<file path="src/rtl/request_encoder_16_4_pkg.sv">
// Shared constants and helpers for the 16-to-4 sequential request encoder.
// Index width is tied to the request count so every index is in range.
package request_encoder_16_4_pkg;

    localparam int REQ_N = 16;
    localparam int REQ_W = 4;

    typedef logic [REQ_N-1:0] req_vec_t;
    typedef logic [REQ_W-1:0] req_idx_t;

    function automatic req_vec_t onehot_w(input req_idx_t idx);
        req_vec_t v;
        v      = '0;
        v[idx] = 1'b1;
        return v;
    endfunction

endpackage

</file>
<file path="src/rtl/request_encoder_16_4_priority.sv">
// Combinational lowest-index-first priority encoder, 16 inputs to a 4-bit index.
// An all-zero input yields index 0 with any_o low.
import request_encoder_16_4_pkg::*;

module priority_encoder_16_4 (
    input  logic [REQ_N-1:0] vec_i,
    output logic [REQ_W-1:0] idx_o,
    output logic             any_o
);

    always_comb begin
        idx_o = '0;
        // Scan downward so the lowest set bit is the last one written.
        for (int i = REQ_N - 1; i >= 0; i--) begin
            if (vec_i[i]) begin
                idx_o = REQ_W'(i);
            end
        end
    end

    assign any_o = |vec_i;

endmodule

</file>
<file path="src/rtl/request_encoder_16_4.sv">
// Sticky request collector that presents one pending request at a time as an
// index with a valid/ack handshake, lowest index first, without preemption.
import request_encoder_16_4_pkg::*;

module request_encoder_16_4 (
    input  logic             clk,
    input  logic             clr,
    input  logic [REQ_N-1:0] req_in,
    input  logic             ack,
    output logic [REQ_W-1:0] idx,
    output logic             valid,
    output logic             more,
    output logic [REQ_N-1:0] pending
);

    logic [REQ_N-1:0] pending_q, pending_d;
    logic [REQ_W-1:0] idx_q, idx_d;
    logic             valid_q, valid_d;

    logic             grant;
    logic [REQ_N-1:0] clr_mask;
    logic [REQ_W-1:0] enc_idx;
    logic             enc_any;

    assign grant    = valid_q & ack;
    assign clr_mask = grant ? onehot_w(idx_q) : '0;

    // Set dominates clear: a bit re-requested while being acked stays pending.
    assign pending_d = (pending_q & ~clr_mask) | req_in;

    priority_encoder_16_4 u_prio (
        .vec_i (pending_d),
        .idx_o (enc_idx),
        .any_o (enc_any)
    );

    always_comb begin
        idx_d   = idx_q;
        valid_d = valid_q;
        // A held presentation is never replaced by a newly arrived request.
        if (!valid_q || grant) begin
            idx_d   = enc_idx;
            valid_d = enc_any;
        end
    end

    always_ff @(posedge clk) begin
        if (!clr) begin
            pending_q <= '0;
            idx_q     <= '0;
            valid_q   <= 1'b0;
        end else begin
            pending_q <= pending_d;
            idx_q     <= idx_d;
            valid_q   <= valid_d;
        end
    end

    assign idx     = idx_q;
    assign valid   = valid_q;
    assign pending = pending_q;
    assign more    = valid_q & |(pending_q & ~onehot_w(idx_q));

endmodule

</file>
<file path="config.mk">
export PLATFORM = sky130hd
export DESIGN_NAME = request_encoder_16_4
export DESIGN_NICKNAME = d
export VERILOG_FILES = /design/src/rtl/request_encoder_16_4_pkg.sv /design/src/rtl/request_encoder_16_4_priority.sv /design/src/rtl/request_encoder_16_4.sv
export SDC_FILE = /design/constraint.sdc
export NUM_CORES = 1
export LEC_CHECK = 0
export CORE_UTILIZATION = 25
export CTS_CLUSTER_SIZE = 12
export DETAILED_ROUTE_END_ITERATION = 10
export DONT_BUFFER_PORTS = 1
export GPL_ROUTABILITY_DRIVEN = 0
export PLACE_DENSITY_LB_ADDON = 0.25
export SLEW_MARGIN = 0
export SYNTH_ARGS = -nofsm -noshare
export SYNTH_HDL_FRONTEND = slang
export SYNTH_SLANG_ARGS = --single-unit
</file>
<file path="constraint.sdc">
create_clock -name clk -period 2.05 [get_ports clk]
set_clock_uncertainty 0.05 [all_clocks]
set_input_delay 0.615 -clock clk [delete_from_list [all_inputs] [get_ports clk]]
set_output_delay 0.615 -clock clk [all_outputs]
set_load 0.05 [all_outputs]
</file>
==> impl_metrics.env, run 1 <==
export IMPL_die_y_um=74.2
export IMPL_power_total_w=0.00112
export IMPL_multiplexer_fraction_of_the_synthesized_cell_area_pct=0.864
export IMPL_ys_warn_count=0
export IMPL_clk_buf_depth=2
export IMPL_timing_max_cap_violations=0
export IMPL_ant_nets=0
export IMPL_rsz0062_at_grt="yes"
export IMPL_yosysSeqAreaShare_pct=32.2
export IMPL_numPortBuffers=0
export IMPL_start_util_pct=26.7
export IMPL_core_rowCount=25
export IMPL_synth_nets=187
export IMPL_io_pin_count=41
export IMPL_detail_route_wl_per_cell_um=16.9
export IMPL_grt_pass1_vias=1400
export IMPL_yosys_register_bits=21
export IMPL_grt_first_pass_wirelength_um=7340
export IMPL_holdCritPathClass="input port to flip-flop"
export IMPL_final_max_slew_viol_count=0
export IMPL_place_area_um2=1730
export IMPL_setup_worst_path_end_class="output port"
export IMPL_finalNetCount=245
export IMPL_timing_critical_path_from_type="flip-flop"
export IMPL_power_switching_fraction_pct=36.0
export IMPL_xor_xnor_share_of_the_synthesized_area_pct=0
export IMPL_synth_top_cell_area_share_pct=32.2
export IMPL_finalWirelength_um=4940
export IMPL_ant_diodes=0
export IMPL_cp_data_required_time_ps=1380
export IMPL_synthDominantAreaCellType="sky130_fd_sc_hd__dfxtp_1"
export IMPL_path_class="flip-flop to output port"
export IMPL_clock_tree_sinks=21
export IMPL_cts_buffers_inserted=3
export IMPL_minimum_period_implied_by_the_final_worst_setup_slack_ps=2370
export IMPL_switching_power_w=0.000402
export IMPL_p_clk_share_pct=26.5
export IMPL_route_vias_total=1504
export IMPL_clk_pin_slew_worst_paths_ps=90
export IMPL_final_setup_worst_slack_ps=-318
export IMPL_hold_violations=0
export IMPL_run_status="complete, but fails checks"
export IMPL_fmax_mhz=422
export IMPL_fp_dieArea_um2=5510
export IMPL_power_leakage_nw=0.826
export IMPL_final_min_period_over_clock_period_pct=115
export IMPL_cts_hold_repair_buffers=0
export IMPL_synth_edf_count=0
export IMPL_drc_errors=0
export IMPL_synth_area_per_cell_um2=7.76
export IMPL_dpl_worst_slack_ps=-122
export IMPL_mappedNetlistArea_um2=1300
export IMPL_yosysMostFrequentCell="sky130_fd_sc_hd__dfxtp_1"
export IMPL_grt_antenna_before_repair=0
export IMPL_postLayoutCoreUtil_pct=42.1
export IMPL_drt_iter0_markers=106
export IMPL_crit_path_max_fanout=9
export IMPL_yosys_top_cells_area="sky130_fd_sc_hd__dfxtp_1 (32%), sky130_fd_sc_hd__and2_1 (6.2%), sky130_fd_sc_hd__nand2b_1 (5.8%)"
export IMPL_stdcell_area_um2=2050
export IMPL_intPower_w=0.000714
export IMPL_power_density_nw_per_um2=543
export IMPL_failed_checks="negative setup slack"
export IMPL_tritoncts="done"
export IMPL_layout_drive_gt1_share_pct=42.7
export IMPL_power_frac_seq_pct=41.2
export IMPL_synth_cells_most_frequent="sky130_fd_sc_hd__dfxtp_1 (21), sky130_fd_sc_hd__and2_1 (13), sky130_fd_sc_hd__nand2b_1 (12), sky130_fd_sc_hd__nor2_1 (11), sky130_fd_sc_hd__o21ai_0 (11)"
export IMPL_worst_skew_pair_late_latency_ps=280
export IMPL_complex_gate_fraction_of_the_synthesized_area_pct=24.4
export IMPL_worstMarginPinSlew_ps=358
export IMPL_flow_area_growth_from_synthesis_pct=57.6
export IMPL_clock_root_buffer="sky130_fd_sc_hd__clkbuf_8"
export IMPL_dpl_hpwl_um=3620
export IMPL_grt_max_degree=23
export IMPL_synth_simple_gate_area_share_pct=37.1
export IMPL_htreeDepth=1
export IMPL_vias_per_cell=5.15
export IMPL_cp_arrival_ps=1700
export IMPL_comb_power_share_pct=32.3
export IMPL_ir_drop_mv=0.299
export IMPL_critical_path_cell_chain="nand2_1 -> o32a_1 -> o22ai_1 -> nand4_1 -> o21a_4"
export IMPL_core_um2=4880
export IMPL_cpMaxStageDelayCell="sky130_fd_sc_hd__dfxtp_4"
export IMPL_leftover_overflow_at_the_end_of_global_routing=0
export IMPL_synth_fa_ha_area_share_pct=0
export IMPL_slew_headroom_pct=76.1
export IMPL_finalSetupViolations=3
export IMPL_die_w_um=74.2
export IMPL_gr_usage_all_layers_pct=18.5
export IMPL_post_synth_inst_count=168
export IMPL_firstDrtPassIters=4
export IMPL_synth_main_ff_cell="sky130_fd_sc_hd__dfxtp_1"
export IMPL_worst_path_max_stage_delay_ps=420
export IMPL_combinational_family_with_the_most_area_after_synthesis="simple AND/OR/NAND/NOR gates"
export IMPL_synth_lib_cells_used_distinct=47
export IMPL_asyncSetResetFlopFracSynth_pct=0
## layer usage
metal  global-route usage [%]  routed length [µm]  vias to the layer above
met4                     6.29                  80                        0
met5                        0                   0                        -
met2                     29.4                2350                       47
met1                     24.8                2180                      718
met3                     3.79                 332                        6
li1                         -                   -                      733
## registers in the layout, summed over array words and instances (netlist names)
register	count
pending	16
idx	4
valid	1
## placed cells by master, fill, tap and decap left out, types with 5 or more instances in the layout
cell and instances:
sky130_fd_sc_hd__a21oi_1 8, sky130_fd_sc_hd__and2_1 13, sky130_fd_sc_hd__buf_4 56, sky130_fd_sc_hd__buf_6 5, sky130_fd_sc_hd__dfxtp_1 16, sky130_fd_sc_hd__inv_1 7, sky130_fd_sc_hd__nand2_1 8, sky130_fd_sc_hd__nand2b_1 11
sky130_fd_sc_hd__nor2_1 11, sky130_fd_sc_hd__nor2b_1 6, sky130_fd_sc_hd__o21ai_1 6
## through the flow
| step | hold WS (ps) | cells | setup TNS, ps |
|---|---|---|---|
| after floorplan | 704 | 168 | -129 |
| after global placement | 538 | 271 | -400 |
| after detailed placement | 529 | 271 | -422 |
| after CTS | 385 | 289 | -474 |
| after global routing | 393 | 292 | -863 |
| final | 385 | 292 | -496 |
## timing repair
item	4_1_cts	5_1_grt
resized for setup	26	13
pin swaps	17	9
hold endpoints to repair	0	0
buffers inserted	14	3
setup endpoints to repair	5	6
## power groups by stage
stage / registers (W) / logic, W / clock network [W]
floorplan: 0.000553 / 0.000126 / 0
global placement: 0.000470 / 0.000319 / 0
detailed placement: 0.000469 / 0.000319 / 0
CTS: 0.000458 / 0.000348 / 0.000297
global route: 0.000463 / 0.000383 / 0.000309
finish: 0.000460 / 0.000360 / 0.000296
## cells by family after synthesis
| group | after synthesis |
|---|---|
| mux | 1 |
| buf+inv | 16 |
| flops | 21 |
| compound gates | 48 |
| simple gates | 82 |
## final timing paths
check | startpoint | to | slack, ps | cells past startpoint
min | clr | idx[1]$_SDFFE_PN0P_ | 380 | 2
max | idx[1]$_SDFFE_PN0P_ | more | -320 | 5
max reg2reg | idx[1]$_SDFFE_PN0P_ | idx[1]$_SDFFE_PN0P_ | -150 | 8
min reg2reg | pending[0]$_SDFF_PN0_ | pending[0]$_SDFF_PN0_ | 580 | 2
## area by class of cell
type                       count  area [µm²]
clock buffer                   3        41.3
clock inverter                 1        7.51
fill                         516        2830
inverter                       7        26.3
multi-input combinational    131         962
sequential                    21         437
tap                           67        83.8
timing repair buffer          62         497
## worst max-delay path, delay by kind of cell, from the launching register on
kind            cells  cell delay [ps]
flops               1              420
simple gates        2              220
compound gates      3              780
Power figures use the tool's default switching activity.
==> run 2, diff against run 1 <==
- SETUP_SLACK_MARGIN: not set -> 0.4
==> run 2 against run 1 <==
  * The run still ends with negative setup slack left
  * Fmax down 1.9%
  * Critical path depth down 1
  * Hold slack better by 26 ps
  * Flip-flop and latch count unchanged
  * Wire length up 2.1%
  * Register-to-register slack worse by 70 ps
  * Via count up 1.9%
  * Clock power down 7.8%
  * Largest cell class unchanged
  * Largest power group unchanged
==> impl_metrics.env, run 2 (synthesis results as in run 1) <==
export IMPL_die_y_um=74.2
export IMPL_grt_first_pass_wirelength_um=7400
export IMPL_core_rowCount=25
export IMPL_tritoncts="done"
export IMPL_worst_skew_pair_late_latency_ps=260
export IMPL_setup_worst_path_end_class="output port"
export IMPL_htreeDepth=1
export IMPL_min_from="clr"
export IMPL_hold_path_depth=2
export IMPL_failed_checks="negative setup slack"
export IMPL_stdcell_area_um2=2230
export IMPL_groute_layer_met2_usage_pct=30.1
export IMPL_power_total_w=0.00112
export IMPL_core_um2=4880
export IMPL_run_status="complete, but fails checks"
export IMPL_flow_area_growth_from_synthesis_pct=71.1
export IMPL_dpl_hpwl_um=3520
export IMPL_clock_root_buffer="sky130_fd_sc_hd__clkbuf_8"
export IMPL_slew_headroom_pct=74.5
export IMPL_fmax_mhz=414
export IMPL_power_leakage_nw=0.896
export IMPL_finalNetCount=250
export IMPL_fp_dieArea_um2=5510
export IMPL_path_class="flip-flop to output port"
export IMPL_finalSetupViolations=3
export IMPL_r2r_end="idx[1]$_SDFFE_PN0P_"
export IMPL_power_frac_seq_pct=41.2
export IMPL_grt_max_degree=23
export IMPL_route_vias_total=1533
export IMPL_final_max_slew_viol_count=0
export IMPL_most_common_layout_cells="sky130_fd_sc_hd__buf_4 (47), sky130_fd_sc_hd__buf_6 (17), sky130_fd_sc_hd__dfxtp_1 (14)"
export IMPL_timing_max_cap_violations=0
export IMPL_firstDrtPassIters=4
export IMPL_ant_nets=0
export IMPL_start_util_pct=26.7
export IMPL_hold_violations=0
export IMPL_postLayoutCoreUtil_pct=45.7
export IMPL_stdcell_count=297
export IMPL_die_w_um=74.2
export IMPL_hold_path_endpoint="idx[1]$_SDFFE_PN0P_"
export IMPL_timing_critical_path_from_type="flip-flop"
export IMPL_grtUsageMet1_pct=23.9
export IMPL_ir_drop_mv=0.369
export IMPL_worst_r2r_cell_count=10
export IMPL_grt_antenna_before_repair=1
export IMPL_global_route_usage_met3_pct=4.74
export IMPL_clk_pin_slew_worst_paths_ps=70
export IMPL_cts_hold_repair_buffers=0
export IMPL_numPortBuffers=0
export IMPL_holdCritPathClass="input port to flip-flop"
export IMPL_placedCellCount=270
export IMPL_grt_busiest_layer="met2"
export IMPL_comb_power_share_pct=34.5
export IMPL_intPower_w=0.000734
export IMPL_layout_drive_gt1_share_pct=47.8
export IMPL_switching_power_w=0.000390
export IMPL_rsz0062_at_grt="yes"
export IMPL_number_of_fillers_in_the_final_layout=482
export IMPL_gr_usage_all_layers_pct=18.1
export IMPL_largest_register_ff_count=16
export IMPL_final_setup_worst_slack_ps=-363
export IMPL_worstMarginPinSlew_ps=382
export IMPL_io_pin_count=41
export IMPL_cp_arrival_ps=1750
export IMPL_clock_tree_sinks=21
export IMPL_detail_route_wl_per_cell_um=17.0
export IMPL_timing_critical_path_from="idx[2]$_SDFFE_PN0P_"
export IMPL_hold_slack_final_ps=411
export IMPL_crit_path_max_fanout=7
export IMPL_vias_per_cell=5.16
export IMPL_ant_diodes=0
export IMPL_drt_iter0_markers=69
export IMPL_layout_commonest_cell="sky130_fd_sc_hd__buf_4"
export IMPL_final_min_period_over_clock_period_pct=118
export IMPL_timing_rr_start="idx[1]$_SDFFE_PN0P_"
export IMPL_p_clk_share_pct=24.3
export IMPL_cp_data_required_time_ps=1380
export IMPL_timing_reg2reg_setup_slack_ps=-220
export IMPL_leftover_overflow_at_the_end_of_global_routing=0
export IMPL_clk_buf_depth=2
export IMPL_power_switching_fraction_pct=34.7
export IMPL_drc_errors=0
export IMPL_finalWirelength_um=5040
export IMPL_cts_buffers_inserted=3
export IMPL_minimum_period_implied_by_the_final_worst_setup_slack_ps=2410
export IMPL_grt_pass1_vias=1403
export IMPL_power_density_nw_per_um2=504
export IMPL_place_area_um2=1760
-- run 2: changes by cell type in the layout (fill, tap and decap cells not counted), sizes merged --
cell      change
buf           +5
clkbuf        +1
clkinvlp      -1
-- run 2: worst max-delay path by stage --
stage	cells past startpoint	slack (ps)	to
CTS	6	-310	more
floorplan	7	-130	more
global placement	4	-80	more
detailed placement	4	-80	more
finish	4	-360	more
global route	4	-420	more
-- run 2: power by group through the flow --
stage	Clock, W	Combinational [W]	Sequential (W)
global placement	0	0.000322	0.000471
global route	0.000303	0.000409	0.000466
finish	0.000273	0.000388	0.000463
detailed placement	0	0.000321	0.000471
CTS	0.000285	0.000341	0.000461
floorplan	0	0.000132	0.000554
-- run 2: area by class of cell --
cell class / count / area, µm² / share of cell area (%)
well taps: 67 / 83.8 / 3.76
clock buffers: 4 / 45.0 / 2.02
repair buffers: 67 / 589 / 26.4
multi-input cells: 131 / 1050 / 46.9
inverters: 7 / 26.3 / 1.18
flip-flops and latches: 21 / 439 / 19.7
-- run 2: routing by layer --
layer / vias up / wire, µm
met5: - / 0
met4: 0 / 25
met3: 4 / 296
met2: 53 / 2490
met1: 730 / 2230
li1: 746 / -
-- run 2: critical path, stage by stage, from the launching register on --
cell	delay (ps)
sky130_fd_sc_hd__dfxtp_4	410
sky130_fd_sc_hd__mux2_4	330
sky130_fd_sc_hd__o32ai_4	280
sky130_fd_sc_hd__nand4_1	160
sky130_fd_sc_hd__o21a_4	310
-- run 2: through the flow --
stage / setup TNS, ps / worst slack (ps)
global placement: -105 / -83.6
floorplan: -129 / -129
global route: -880 / -423
detailed placement: -97.2 / -78.3
CTS: -326 / -307
finish: -596 / -363
-- run 2: repair_timing --
action                     in CTS  in global routing
pin swaps                      15                 17
resized for setup              21                 45
setup endpoints to repair       8                 14
hold endpoints to repair        0                  0
buffers inserted               11                 12
==> run 3, diff against run 2 <==
- ABC_AREA: not set -> 1
==> run 3 against run 2 <==
  * The flow still finishes with violations (negative setup slack)
  * Critical path depth grew 3
  * Die area shrank 8.9%
  * Largest power group unchanged
  * Power is 3.5% higher
  * Fmax is 5.5% higher
  * First-iteration DRC count decreased by 45%
  * Cell area fell by 17%
  * Clock power grew 5%
  * Combinational power increased by 6.2%
  * Critical endpoint unchanged
  * Utilization decreased by 3.9 points
==> impl_metrics.env, run 3 <==
export IMPL_run_status="complete, but fails checks"
export IMPL_failed_checks="negative setup slack"
export IMPL_synth_nets=187
export IMPL_worstMarginPinSlew_ps=557
export IMPL_largest_register_ff_count=16
export IMPL_rsz0062_at_grt="yes"
export IMPL_most_common_layout_cells="sky130_fd_sc_hd__buf_4 (41), sky130_fd_sc_hd__nand2_1 (36), sky130_fd_sc_hd__nor2_1 (28)"
export IMPL_clock_root_buffer="sky130_fd_sc_hd__clkbuf_8"
export IMPL_clk_buf_depth=2
export IMPL_finalSetupViolations=1
export IMPL_final_min_period_over_clock_period_pct=112
export IMPL_slew_headroom_pct=62.7
export IMPL_cpMaxStageDelayCell="sky130_fd_sc_hd__a41oi_4"
export IMPL_synth_edf_count=0
export IMPL_ant_nets=0
export IMPL_tritoncts="done"
export IMPL_drt_iter0_markers=38
export IMPL_yosysMostFrequentCell="sky130_fd_sc_hd__nand2_1"
export IMPL_route_vias_total=1245
export IMPL_gr_usage_all_layers_pct=16.2
export IMPL_clk_pin_slew_worst_paths_ps=80
export IMPL_synth_cells_most_frequent="sky130_fd_sc_hd__nand2_1 (42), sky130_fd_sc_hd__nor2_1 (33), sky130_fd_sc_hd__dfxtp_1 (21), sky130_fd_sc_hd__inv_1 (16)"
export IMPL_io_pin_count=41
export IMPL_core_um2=4440
export IMPL_asyncSetResetFlopFracSynth_pct=0
export IMPL_drc_errors=0
export IMPL_cp_arrival_ps=1620
export IMPL_min_from="req_in[10]"
export IMPL_htreeDepth=1
export IMPL_fmax_mhz=437
export IMPL_power_leakage_nw=0.766
export IMPL_firstDrtPassIters=6
export IMPL_start_util_pct=26.7
export IMPL_synth_lib_cells_used_distinct=29
export IMPL_hold_path_depth=2
export IMPL_yosys_register_bits=21
export IMPL_yosysSeqAreaShare_pct=35.5
export IMPL_cts_hold_repair_buffers=0
export IMPL_finalWirelength_um=3900
export IMPL_crit_path_max_fanout=5
export IMPL_finalNetCount=231
export IMPL_timing_rr_start="idx[3]$_SDFFE_PN0P_"
export IMPL_grt_antenna_before_repair=0
export IMPL_cp_data_required_time_ps=1380
export IMPL_timing_critical_path_from_type="flip-flop"
export IMPL_layout_commonest_cell="sky130_fd_sc_hd__buf_4"
export IMPL_r2r_end="idx[0]$_SDFFE_PN0P_"
export IMPL_ir_drop_mv=0.233
export IMPL_final_setup_worst_slack_ps=-237
export IMPL_post_synth_inst_count=168
export IMPL_leftover_overflow_at_the_end_of_global_routing=0
export IMPL_worst_r2r_cell_count=19
export IMPL_cts_buffers_inserted=3
export IMPL_synthDominantAreaCellType="sky130_fd_sc_hd__dfxtp_1"
export IMPL_ant_diodes=0
export IMPL_minimum_period_implied_by_the_final_worst_setup_slack_ps=2290
export IMPL_power_density_nw_per_um2=626
export IMPL_core_rowCount=24
export IMPL_fp_dieArea_um2=5020
export IMPL_postLayoutCoreUtil_pct=41.8
export IMPL_die_y_um=70.8
export IMPL_die_w_um=70.8
export IMPL_timing_reg2reg_setup_slack_ps=100
export IMPL_worst_skew_pair_late_latency_ps=270
export IMPL_hold_path_endpoint="pending[10]$_SDFF_PN0_"
export IMPL_grt_pass1_vias=1225
export IMPL_synth_main_ff_cell="sky130_fd_sc_hd__dfxtp_1"
export IMPL_clock_tree_sinks=21
export IMPL_grt_max_degree=21
export IMPL_layout_drive_gt1_share_pct=53.1
export IMPL_ys_warn_count=0
export IMPL_vias_per_cell=4.73
export IMPL_worst_path_max_stage_delay_ps=470
export IMPL_hold_violations=0
export IMPL_synth_top_cell_area_share_pct=35.5
export IMPL_mappedNetlistArea_um2=1180
export IMPL_yosys_top_cells_area="sky130_fd_sc_hd__dfxtp_1 (35%), sky130_fd_sc_hd__nand2_1 (13%), sky130_fd_sc_hd__nor2_1 (10%)"
export IMPL_synth_area_per_cell_um2=7.05
export IMPL_setup_worst_path_end_class="output port"
export IMPL_dpl_worst_slack_ps=-11.0
export IMPL_holdCritPathClass="input port to flip-flop"
export IMPL_numPortBuffers=0
export IMPL_flow_area_growth_from_synthesis_pct=56.7
export IMPL_grt_first_pass_wirelength_um=6170
export IMPL_path_class="flip-flop to output port"
export IMPL_critical_path_cell_chain="inv_6 -> nor2_4 -> a21boi_2 -> inv_1 -> nand2_2 -> nor3_4 -> a41oi_4"
export IMPL_final_max_slew_viol_count=0
export IMPL_dpl_hpwl_um=3100
export IMPL_timing_max_cap_violations=0
export IMPL_detail_route_wl_per_cell_um=14.8
==> run 3: changes by cell type after synthesis, sizes merged, moves of 6 or more <==
| cell | delta |
|---|---|
| a211oi | +8 |
| a21boi | +6 |
| and2 | -12 |
| inv | +12 |
| nand2 | +36 |
| nand2b | -12 |
| nor2 | +24 |
| nor2b | -6 |
| o21ai | -11 |
==> run 3: stage by stage <==
stage,total power [W],hold slack [ps],instance area (µm²),instances,setup TNS (ps)
after global routing,0.00123,411,1860,263,-562
after floorplan,0.000733,547,1360,168,0
final,0.00116,412,1860,263,-237
after detailed placement,0.000850,498,1680,254,-11.0
after global placement,0.000850,487,1680,254,-48.8
after CTS,0.00116,415,1820,261,-211
==> run 3: area by class of cell <==
cell class / count / area (µm²)
clock buffer: 4 / 45.0
fill: 461 / 2590
inverter: 19 / 83.8
multi-input combinational: 125 / 888
sequential: 21 / 452
tap: 52 / 65.1
timing repair buffer: 42 / 323
==> run 3: what timing repair did <==
action / CTS / global route
buffers inserted: 3 / 2
pin swaps: 7 / 2
cloned: 0 / 0
resized for setup: 15 / 8
hold endpoints to repair: 0 / 0
endpoints found under the setup margin: 6 / 7
==> run 3: cell families after synthesis <==
group	share of synthesized area, %
and+or+nand+nor	30.9
AOI/OAI and AO/OA	25.9
DFF	35.5
buffers and inverters	7.71
==> run 3: where the power goes <==
part           leakage [nW]  switching (W)  internal [W]
Combinational         0.563       0.000261      0.000151
Sequential            0.180      0.0000272      0.000439
Clock                0.0228       0.000147      0.000139
Total                 0.766       0.000435      0.000728
==> run 3: worst max-delay path, delay by kind of cell (launching register included) <==
family,cells,cell delay (ps)
flip-flops,1,380
AND/OR/NAND/NOR,3,180
AO/OA/AOI/OAI,2,640
buffers and inverters,2,160
==> run 3: routing by layer <==
| metal | track usage, % | vias to the layer above | wire (µm) |
|---|---|---|---|
| li1 | - | 633 | - |
| met1 | 22.0 | 581 | 1850 |
| met2 | 26.0 | 27 | 1830 |
| met3 | 3.56 | 4 | 176 |
| met4 | 4.67 | 0 | 41 |
| met5 | 0 | - | 0 |
==> run 3: how the worst max path moves through the flow <==
stage	end	start
floorplan	more	idx[2]$_SDFFE_PN0P_
global placement	more	idx[0]$_SDFFE_PN0P_
detailed placement	more	idx[0]$_SDFFE_PN0P_
CTS	more	idx[2]$_SDFFE_PN0P_
global route	more	idx[0]$_SDFFE_PN0P_
finish	more	idx[2]$_SDFFE_PN0P_
